--- src/rtl/rule_collector.sv ---
// rtl/rule_collector.sv - matched-rule compaction FIFO with per-packet terminators
// Optional statistics counters: define RULE_COLLECTOR_STATS_EN.
module rule_collector #(
  parameter int DEPTH       = 32,
  parameter int AF_THRESH   = 8,
  parameter int RULE_AWIDTH = 16
) (
  input  logic                   clk,
  input  logic                   rst_n,
  input  logic [RULE_AWIDTH-1:0] in_rule_data,
  input  logic                   in_rule_match,
  input  logic                   in_eop,
  output logic                   in_almost_full,
  output logic [RULE_AWIDTH-1:0] out_rule_data,
  output logic                   out_last,
  output logic                   out_trunc,
  output logic                   out_valid,
  input  logic                   out_ready,
  output logic                   err_eop_lost
`ifdef RULE_COLLECTOR_STATS_EN
  ,
  output logic [31:0]            stat_rules_in,
  output logic [31:0]            stat_rules_drop,
  output logic [31:0]            stat_pkts
`endif
);

  localparam int AW = $clog2(DEPTH);
  localparam int CW = AW + 1;
  localparam int EW = RULE_AWIDTH + 2;
  localparam logic [CW-1:0] CNT_TERM_MAX = CW'(DEPTH - 1);
  localparam logic [CW-1:0] CNT_RULE_MAX = CW'(DEPTH - 2);

  typedef enum logic {IDLE, IN_PKT} pkt_state_e;

  logic [EW-1:0]          mem_q [DEPTH];
  logic [AW-1:0]          wr_ptr_q, wr_ptr_d, rd_ptr_q, rd_ptr_d, rd_next;
  logic [CW-1:0]          count_q, count_d;
  logic                   out_valid_q, out_valid_d;
  logic [EW-1:0]          out_entry_q, out_entry_d;
  logic                   err_q, err_d;
  logic                   trunc_pend_q, trunc_pend_d;
  logic                   af_q, af_d;
  pkt_state_e             pkt_state_q, pkt_state_d;

  logic                   match_v, pop, wr_en, term_wr, drop, rule_wr;
  logic [RULE_AWIDTH-1:0] rule_field;
  logic [EW-1:0]          wr_entry;

  always_comb begin
    match_v      = in_rule_match && (in_rule_data != '0);
    pop          = out_valid_q && out_ready;
    rule_field   = match_v ? in_rule_data : '0;
    wr_en        = 1'b0;
    term_wr      = 1'b0;
    rule_wr      = 1'b0;
    drop         = 1'b0;
    wr_entry     = '0;
    err_d        = err_q;
    trunc_pend_d = trunc_pend_q;
    pkt_state_d  = pkt_state_q;

    // Write admission uses the pre-read count; one slot is always held back for the terminator.
    if (in_eop) begin
      pkt_state_d  = IDLE;
      trunc_pend_d = 1'b0;
      if (count_q <= CNT_TERM_MAX) begin
        wr_en    = 1'b1;
        term_wr  = 1'b1;
        rule_wr  = match_v;
        wr_entry = {trunc_pend_q, 1'b1, rule_field};
      end else begin
        err_d = 1'b1;
        drop  = match_v;
      end
    end else if (match_v) begin
      pkt_state_d = IN_PKT;
      if (count_q <= CNT_RULE_MAX) begin
        wr_en    = 1'b1;
        rule_wr  = 1'b1;
        wr_entry = {2'b00, rule_field};
      end else begin
        drop         = 1'b1;
        trunc_pend_d = 1'b1;
      end
    end

    wr_ptr_d = wr_ptr_q + AW'(wr_en);
    rd_ptr_d = rd_ptr_q + AW'(pop);
    rd_next  = rd_ptr_d;
    count_d  = count_q + CW'(wr_en) - CW'(pop);
    af_d     = (DEPTH - int'(count_d)) <= AF_THRESH;

    // Show-ahead register only sees entries committed at earlier edges.
    out_valid_d = out_valid_q;
    out_entry_d = out_entry_q;
    if (!out_valid_q || pop) begin
      out_valid_d = (count_q - CW'(pop)) != '0;
      out_entry_d = mem_q[rd_next];
    end
  end

  always_ff @(posedge clk) begin
    if (wr_en) mem_q[wr_ptr_q] <= wr_entry;
  end

  always_ff @(posedge clk or negedge rst_n) begin
    if (!rst_n) begin
      wr_ptr_q     <= '0;
      rd_ptr_q     <= '0;
      count_q      <= '0;
      out_valid_q  <= 1'b0;
      out_entry_q  <= '0;
      err_q        <= 1'b0;
      trunc_pend_q <= 1'b0;
      af_q         <= 1'b0;
      pkt_state_q  <= IDLE;
    end else begin
      wr_ptr_q     <= wr_ptr_d;
      rd_ptr_q     <= rd_ptr_d;
      count_q      <= count_d;
      out_valid_q  <= out_valid_d;
      out_entry_q  <= out_entry_d;
      err_q        <= err_d;
      trunc_pend_q <= trunc_pend_d;
      af_q         <= af_d;
      pkt_state_q  <= pkt_state_d;
    end
  end

  assign out_valid      = out_valid_q;
  assign out_trunc      = out_entry_q[EW-1];
  assign out_last       = out_entry_q[EW-2];
  assign out_rule_data  = out_entry_q[RULE_AWIDTH-1:0];
  assign err_eop_lost   = err_q;
  assign in_almost_full = af_q;

`ifdef RULE_COLLECTOR_STATS_EN
  logic [31:0] st_in_q, st_drop_q, st_pkts_q;

  always_ff @(posedge clk or negedge rst_n) begin
    if (!rst_n) begin
      st_in_q   <= '0;
      st_drop_q <= '0;
      st_pkts_q <= '0;
    end else begin
      st_in_q   <= st_in_q + 32'(rule_wr);
      st_drop_q <= st_drop_q + 32'(drop);
      st_pkts_q <= st_pkts_q + 32'(term_wr);
    end
  end

  assign stat_rules_in   = st_in_q;
  assign stat_rules_drop = st_drop_q;
  assign stat_pkts       = st_pkts_q;
`endif

endmodule

--- config.mk ---
export PLATFORM = sky130hd
export DESIGN_NAME = rule_collector
export DESIGN_NICKNAME = d
export VERILOG_FILES = /design/src/rtl/rule_collector.sv
export SDC_FILE = /design/constraint.sdc
export NUM_CORES = 1
export LEC_CHECK = 0
export ABC_AREA = 1
export CORE_MARGIN = 10
export CORE_UTILIZATION = 35
export CTS_BUF_LIST = sky130_fd_sc_hd__clkbuf_8
export CTS_CLUSTER_DIAMETER = 100
export DETAILED_ROUTE_END_ITERATION = 7
export DONT_BUFFER_PORTS = 1
export GPL_ROUTABILITY_DRIVEN = 1
export GPL_TIMING_DRIVEN = 0
export PLACE_DENSITY = 0.62
export SYNTH_ARGS = -nofsm -noshare
export SYNTH_HDL_FRONTEND = slang
export SYNTH_SLANG_ARGS = --single-unit
--- constraint.sdc ---
create_clock -name clk -period 3.2 [get_ports clk]
set_input_delay 0.48 -clock clk [delete_from_list [all_inputs] [get_ports clk]]
set_output_delay 0.48 -clock clk [all_outputs]
set_load 0.01 [all_outputs]
==> results.txt, run 1 <==
status: finished with violations
violated checks: capacitance limit, slew limit, setup timing
R2R Path Start: out_valid
Final Power: 29.5 mW
Post-Synth Adder-Cell Area: 0.00749
combinational group share of total power: 0.442
Clock Skew: 0.0396 ns
biggest area consumer among synthesized cells: edfxtp_1
element type at the critical path end: register
vias in the first global route: 17300
Synth Area in Compound Gates: 0.00649
Detailed Route WL: 73.4 mm
routability congestion estimate: 0.939
clock share of power: 0.218
met1 WL: 30.0 mm
worst hold start: in_rule_match
Initial DRT Pass Iterations: 6
Max Slew Vio Count: 33
synthesis-stage register bit count: 614
CP max FO: 10
Bufs on Longest Clock Path: 3
post-DR vias/cell: 4.90
Net Sw Frac: 0.438
Worst-path clk slew: 0.06 ns
Post-Syn Area: 26000 um2
setup TNS: -0.0171 ns
Simple-Gate Fraction of Synth Area: 0.227
Mapped Avg Cell Area: 10.5 um2
die area: 85700 um2
Die X: 293 um
initial antenna violation count: 2
CP Class: reg -> reg
Layout Area Growth over Synthesis: 17.3%
Final #Nets: 2678
Die Y: 293 um
yosys warns: 0
clk_lat worst skew: 0.71 ns
hold crit path type: in -> reg
Mapped Cells: 2486
VDD IR max: 0.536 mV
Worst Setup Start Kind: register
leak pwr: 12.6 nW
clock root buffer: clkbuf_8
DRC Markers: 0
Routed met2 length: 35.1 mm
DR vias: 18000
Slew headroom: -0.0118
GRT Total Usage: 0.169
max layer used: met4
post-DP HPWL: 51.2 mm
Hold Violations, Final: 0
Core ar.: 73300 um2
CTS tree: yes
setup violators final: 1
Data arrival, critical path: 3.78 ns
final worst path period need: 3.22 ns
Slew @ Worst Pin: 1.52 ns
syn nets: 2522
pin count of the biggest net entering global routing: 39
row count: 99
multiplexer share of the synthesized area: 0
synth top area cells: edfxtp_1 66%, nand2_1 14%, nand3_1 7.6%
met3 WL: 6.08 mm
DRT iter0 DRCs: 1900
xor and xnor area share after synthesis: 0.00394
main combinational cell family by area after synthesis: simple AND/OR/NAND/NOR gates
IO buf count: 0
initial core utilization: 0.355
sequential share of the synthesized area: 0.701
hold depth: 3
RSZ-0062 raised after global routing: true
Netlist cell types: 23
routed len/inst: 20.0 um
GR Overflow Total: 0
H-tree depth: 3
worst-case reg-to-reg path depth: 12
max_cap viols: 1
layout cells sized above 1: 0.120
Hold Path Sink: wr_ptr_q[0]
Reg2Reg Setup Slack: -0.02 ns
Clock Sinks: 614
setup slack after layout: -0.0171 ns
# IOs: 42
CTS Buf Count: 99
sequential power share: 0.340
P_sw: 12.9 mW
number of routed nets with antenna violations: 0
share of the synthesized area in the top cell type: 0.664
Final Cycle Share: 1.01
PD cells: 967 nW/um2
first-pass GRT wire length: 108 mm
Int Pwr: 16.6 mW
CP required: 3.76 ns
fmax: 311 MHz
r2r endpoint: out_entry_q[2]
layout by cell type, fill, tap and decap left out, drive strengths merged:
cell | netlist | layout
clkinvlp | 0 | 3
o22ai | 1 | 1
a21oi | 8 | 8
inv | 254 | 296
nor3 | 8 | 8
xor2 | 8 | 8
ha | 14 | 14
dfrtp | 38 | 38
nand2 | 940 | 940
nand4 | 3 | 3
nor2 | 94 | 94
diode | 0 | 2
clkbuf | 101 | 208
buf | 19 | 75
nand3 | 394 | 394
o21ai | 21 | 21
fa | 1 | 1
edfxtp | 576 | 576
xnor2 | 2 | 2
a31o | 2 | 2
bufinv | 0 | 3
clkinv | 2 | 17
dlygate4sd3 | 0 | 3
stage by stage:
| step | instances | utilization | cell area (um2) | worst slack, ns | hold WS [ns] |
|---|---|---|---|---|---|
| floorplan | 2486 | - | 26000 | 0.0713 | 0.184 |
| global placement | 3445 | 0.372 | 27200 | -3.81 | 0.186 |
| detailed placement | 3486 | 0.382 | 28000 | -1.01 | 0.186 |
| CTS | 3667 | 0.412 | 30200 | -0.236 | 0.0363 |
| global route | 3676 | 0.417 | 30500 | -0.0209 | 0.0919 |
| finish | 3676 | 0.417 | 30500 | -0.0171 | 0.0802 |
critical path: stages, from the launching register on:
cell and delay (ns):
dfrtp_1 0.42, nand2_1 0.14, inv_1 0.12, ha_1 0.27, ha_2 0.35, xnor2_4 0.14, buf_4 0.21, clkbuf_1 0.54
nand3_1 0.21, nand3_1 0.19, nand3_1 0.16, nand3_1 0.25, nand2_1 0.09
timing repair:
| action | CTS | global route |
|---|---|---|
| hold buffers | 4 | 0 |
| setup buffers | 3 | 8 |
| endpoints found under the setup margin | 557 | 749 |
| endpoints found under the hold margin | 40 | 0 |
| pin swaps | 1 | 9 |
| gates resized for setup | 88 | 90 |
registers in the layout, summed over array words and instances (netlist names):
signal          cells
mem_q             576
out_entry_q        18
count_q             6
rd_ptr_q            5
wr_ptr_q            5
err_eop_lost        1
in_almost_full      1
out_valid           1
trunc_pend_q        1
how the worst max path moves through the flow:
stage / cells past startpoint / slack [ns] / from / to
3_5_place_dp: 13 / -1.01 / out_ready / out_entry_q[17]
6_report: 12 / -0.02 / out_valid / out_entry_q[2]
5_1_grt: 12 / -0.02 / out_valid / out_entry_q[2]
4_1_cts: 10 / -0.24 / count_q[5] / mem_q[17][9]
3_3_place_gp: 8 / -3.81 / count_q[5] / mem_q[3][10]
2_1_floorplan: 8 / 0.07 / count_q[5] / mem_q[0][10]
final cells by class:
| cell class | count | area [um2] |
|---|---|---|
| Tap cell | 959 | 1200 |
| Clock inverter | 63 | 347 |
| Multi-Input combinational cell | 1496 | 6810 |
| Clock buffer | 111 | 1530 |
| Inverter | 256 | 970 |
| Sequential cell | 614 | 18200 |
| Timing Repair Buffer | 56 | 828 |
| Fill cell | 6929 | 42800 |
| Antenna cell | 2 | 5.00 |
| Buffer | 119 | 613 |
synthesized netlist by cell type:
master and instances:
a31o_2 2, nor3_1 8, inv_2 3, nand3_1 394
o21ai_0 20, buf_1 12, buf_2 7, inv_1 251
nor2_1 94, clkbuf_1 101, edfxtp_1 576, fa_1 1
a21oi_1 8, clkinv_1 2, xor2_2 2, nand4_1 3
dfrtp_1 38, o21ai_1 1, o22ai_1 1, xor2_1 6
ha_1 14, xnor2_1 2, nand2_1 940
power groups by stage:
stage / sequential [mW] / clock [mW] / combinational [mW]
after global placement: 10.2 / 0 / 11.9
after floorplan: 10.1 / 0 / 7.32
after detailed placement: 10.2 / 0 / 12.3
after global routing: 10.1 / 6.90 / 14.2
final: 10.1 / 6.44 / 13.1
after CTS: 10.1 / 6.52 / 12.6
cells by family after synthesis:
kind of cell | after synthesis
adder cells (fa/ha/maj) | 15
AND/OR/NAND/NOR | 1439
flip-flops | 614
buffers and inverters | 376
AO/OA/AOI/OAI | 32
XOR/XNOR | 10
layer usage:
metal	GRT usage	up-vias
met5	0	-
met4	0.0640	0
met3	0.0354	125
met2	0.278	718
met1	0.218	8615
li1	-	8553
(Power assumes the default switching activity.)
==> run 2, diff against run 1 <==
- GPL_TIMING_DRIVEN: 0 -> unset
==> run 2 against run 1 <==
  * The flow now finishes without violations
  * Wire length shrank 11%
  * Combinational power shrank 14%
  * First-iteration DRC count shrank 23%
  * Worst hold slack gained 0.024 ns
  * Critical path type unchanged
  * Critical endpoint is now in_almost_full
==> results.txt, run 2 (synthesis results as in run 1) <==
status: complete, no violations (was finished with violations)
R2R Path Start: count_q[5] (was out_valid)
CP required: 3.77 ns (was 3.76 ns)
CP Class: reg -> reg (unchanged)
most frequent cells in the layout: 940 x nand2_1, 576 x edfxtp_1, 394 x nand3_1 (was 937 x nand2_1, 576 x edfxtp_1, 389 x nand3_1)
clk_lat worst skew: 0.71 ns (about the same)
post-DR vias/cell: 4.87 (was 4.90)
leak pwr: 12.2 nW (was 12.6 nW)
Worst-path clk slew: 0.06 ns (about the same)
number of routed nets with antenna violations: 0 (unchanged)
Die X: 293 um (unchanged)
PD cells: 930 nW/um2 (was 967 nW/um2)
Final #Nets: 2586 (was 2678)
CTS resizes: 0 (was 88)
setup slack after layout: 0.291 ns (was -0.0171 ns)
CTS tree: yes (unchanged)
crit path launch: count_q[5] (was out_valid)
Bufs on Longest Clock Path: 3 (unchanged)
Reg with most FFs: mem_q (unchanged)
setup violators final: 0 (was 1)
max_cap viols: 0 (was 1)
Clock Sinks: 614 (unchanged)
worst hold start: in_rule_match (unchanged)
Data arrival, critical path: 3.47 ns (was 3.78 ns)
VDD IR max: 1.02 mV (was 0.536 mV)
Die Y: 293 um (unchanged)
CTS Buf Count: 99 (unchanged)
H-tree depth: 3 (unchanged)
element type at the critical path end: register (unchanged)
GRT Total Usage: 0.150 (was 0.169)
clock root buffer: clkbuf_8 (unchanged)
# IOs: 42 (unchanged)
initial core utilization: 0.355 (unchanged)
fmax: 344 MHz (was 311 MHz)
CP max FO: 4 (was 10)
routed len/inst: 18.3 um (was 20.0 um)
final core utilization: 0.404 (was 0.417)
Core ar.: 73300 um2 (unchanged)
RSZ-0062 raised after global routing: false (was true)
Worst Setup Start Kind: register (unchanged)
hold crit path type: in -> reg (unchanged)
Slew headroom: 0.272 (was -0.0118)
Detailed Route WL: 65.5 mm (was 73.4 mm)
worst hold slack: 0.104 ns (was 0.0802 ns)
Clock Skew: 0.0369 ns (was 0.0396 ns)
setup TNS: 0 ns (was -0.0171 ns)
dpl ws: 0.289 ns (was -1.01 ns)
Final Cycle Share: 0.909 (was 1.01)
post-DP HPWL: 36.0 mm (was 51.2 mm)
layout cells sized above 1: 0.0990 (was 0.120)
vias in the first global route: 17000 (was 17300)
DRC Markers: 0 (unchanged)
IO buf count: 0 (unchanged)
Initial DRT Pass Iterations: 5 (was 6)
Max Slew Vio Count: 0 (was 33)
Final Power: 27.6 mW (was 29.5 mW)
Hold Violations, Final: 0 (unchanged)
row count: 99 (unchanged)
Layout Area Growth over Synthesis: 13.8% (was 17.3%)
DRT iter0 DRCs: 1470 (was 1900)
setup bufs post-CTS: 0 (was 3)
GR Overflow Total: 0 (unchanged)
largest registers: mem_q: 576 flops, out_entry_q: 18 flops, count_q: 6 flops (unchanged)
max reg flops: 576 (unchanged)
first-pass GRT wire length: 100 mm (was 108 mm)
die area: 85700 um2 (unchanged)
Slew @ Worst Pin: 1.09 ns (was 1.52 ns)
commonest non-fill, non-tap cell in the layout: nand2_1 (unchanged)
routability congestion estimate: 0.836 (was 0.939)
DR vias: 17500 (was 18000)
initial antenna violation count: 2 (unchanged)
pin count of the biggest net entering global routing: 146 (was 39)
final worst path period need: 2.91 ns (was 3.22 ns)
[run 2: changes by cell type in the layout (fill, tap and decap cells not counted), sizes merged]
cell | previous run | this run
clkbuf | 208 | 107
clkinv | 17 | 32
buf | 75 | 80
inv | 296 | 293
bufinv | 3 | 1
clkinvlp | 3 | 1
[run 2: cell type report]
cell class                      count  area (um2)
Multi-Input combinational cell   1496        6590
Timing Repair Buffer               83         826
Clock buffer                      107        1470
Tap cell                          959        1200
Clock inverter                     71         340
Inverter                          256         971
Antenna cell                        2        5.00
Fill cell                        6991       43700
Sequential cell                   614       18200
[run 2: through the flow]
stage / area, um2 / instances
floorplan: 26000 / 2486
global placement: 27800 / 3404
detailed placement: 27800 / 3404
CTS: 29600 / 3586
global route: 29600 / 3587
finish: 29600 / 3588
[run 2: layer usage]
layer / up-vias / track usage / part of all wire
li1: 8339 / - / -
met1: 8438 / 0.196 / 0.43
met2: 600 / 0.252 / 0.48
met3: 99 / 0.0221 / 0.065
met4: 0 / 0.0539 / 0.021
met5: - / 0 / 0
[run 2: power by group]
part | internal (mW) | switching, mW | total (mW) | leakage, nW
Combinational | 3.36 | 7.93 | 11.3 | 5.42
Sequential | 9.66 | 0.411 | 10.1 | 5.76
Clock | 3.16 | 3.05 | 6.21 | 1.06
Total | 16.2 | 11.4 | 27.6 | 12.2
[run 2: worst max-delay path, cell delays in order, from the launching register on]
cell and delay (ns):
dfrtp_1 0.40, inv_1 0.12, ha_1 0.18, nand4_1 0.14, nand2_1 0.13, nor2_1 0.05
nand3_1 0.09, nand2_1 0.08, nor2_1 0.16, inv_1 0.08, nand2_1 0.06, ha_1 0.18
inv_1 0.07, fa_1 0.43, o21ai_0 0.17, a21oi_1 0.10, xor2_1 0.15, inv_1 0.08
nand2_1 0.06, nand2_1 0.04
[run 2: what timing repair did]
item | CTS | global route
hold buffers | 4 | 0
endpoints found under the setup margin | 0 | 0
endpoints found under the hold margin | 40 | 0
[run 2: path summary, 6_finish.rpt]
path	end	slack, ns	cells past startpoint
max	in_almost_full	0.29	19
min in group asynchronous	out_entry_q[10]	0.36	2
max in group asynchronous	out_entry_q[4]	2.61	2
min reg2reg	err_eop_lost	0.57	1
min	wr_ptr_q[0]	0.10	3
max reg2reg	in_almost_full	0.29	19
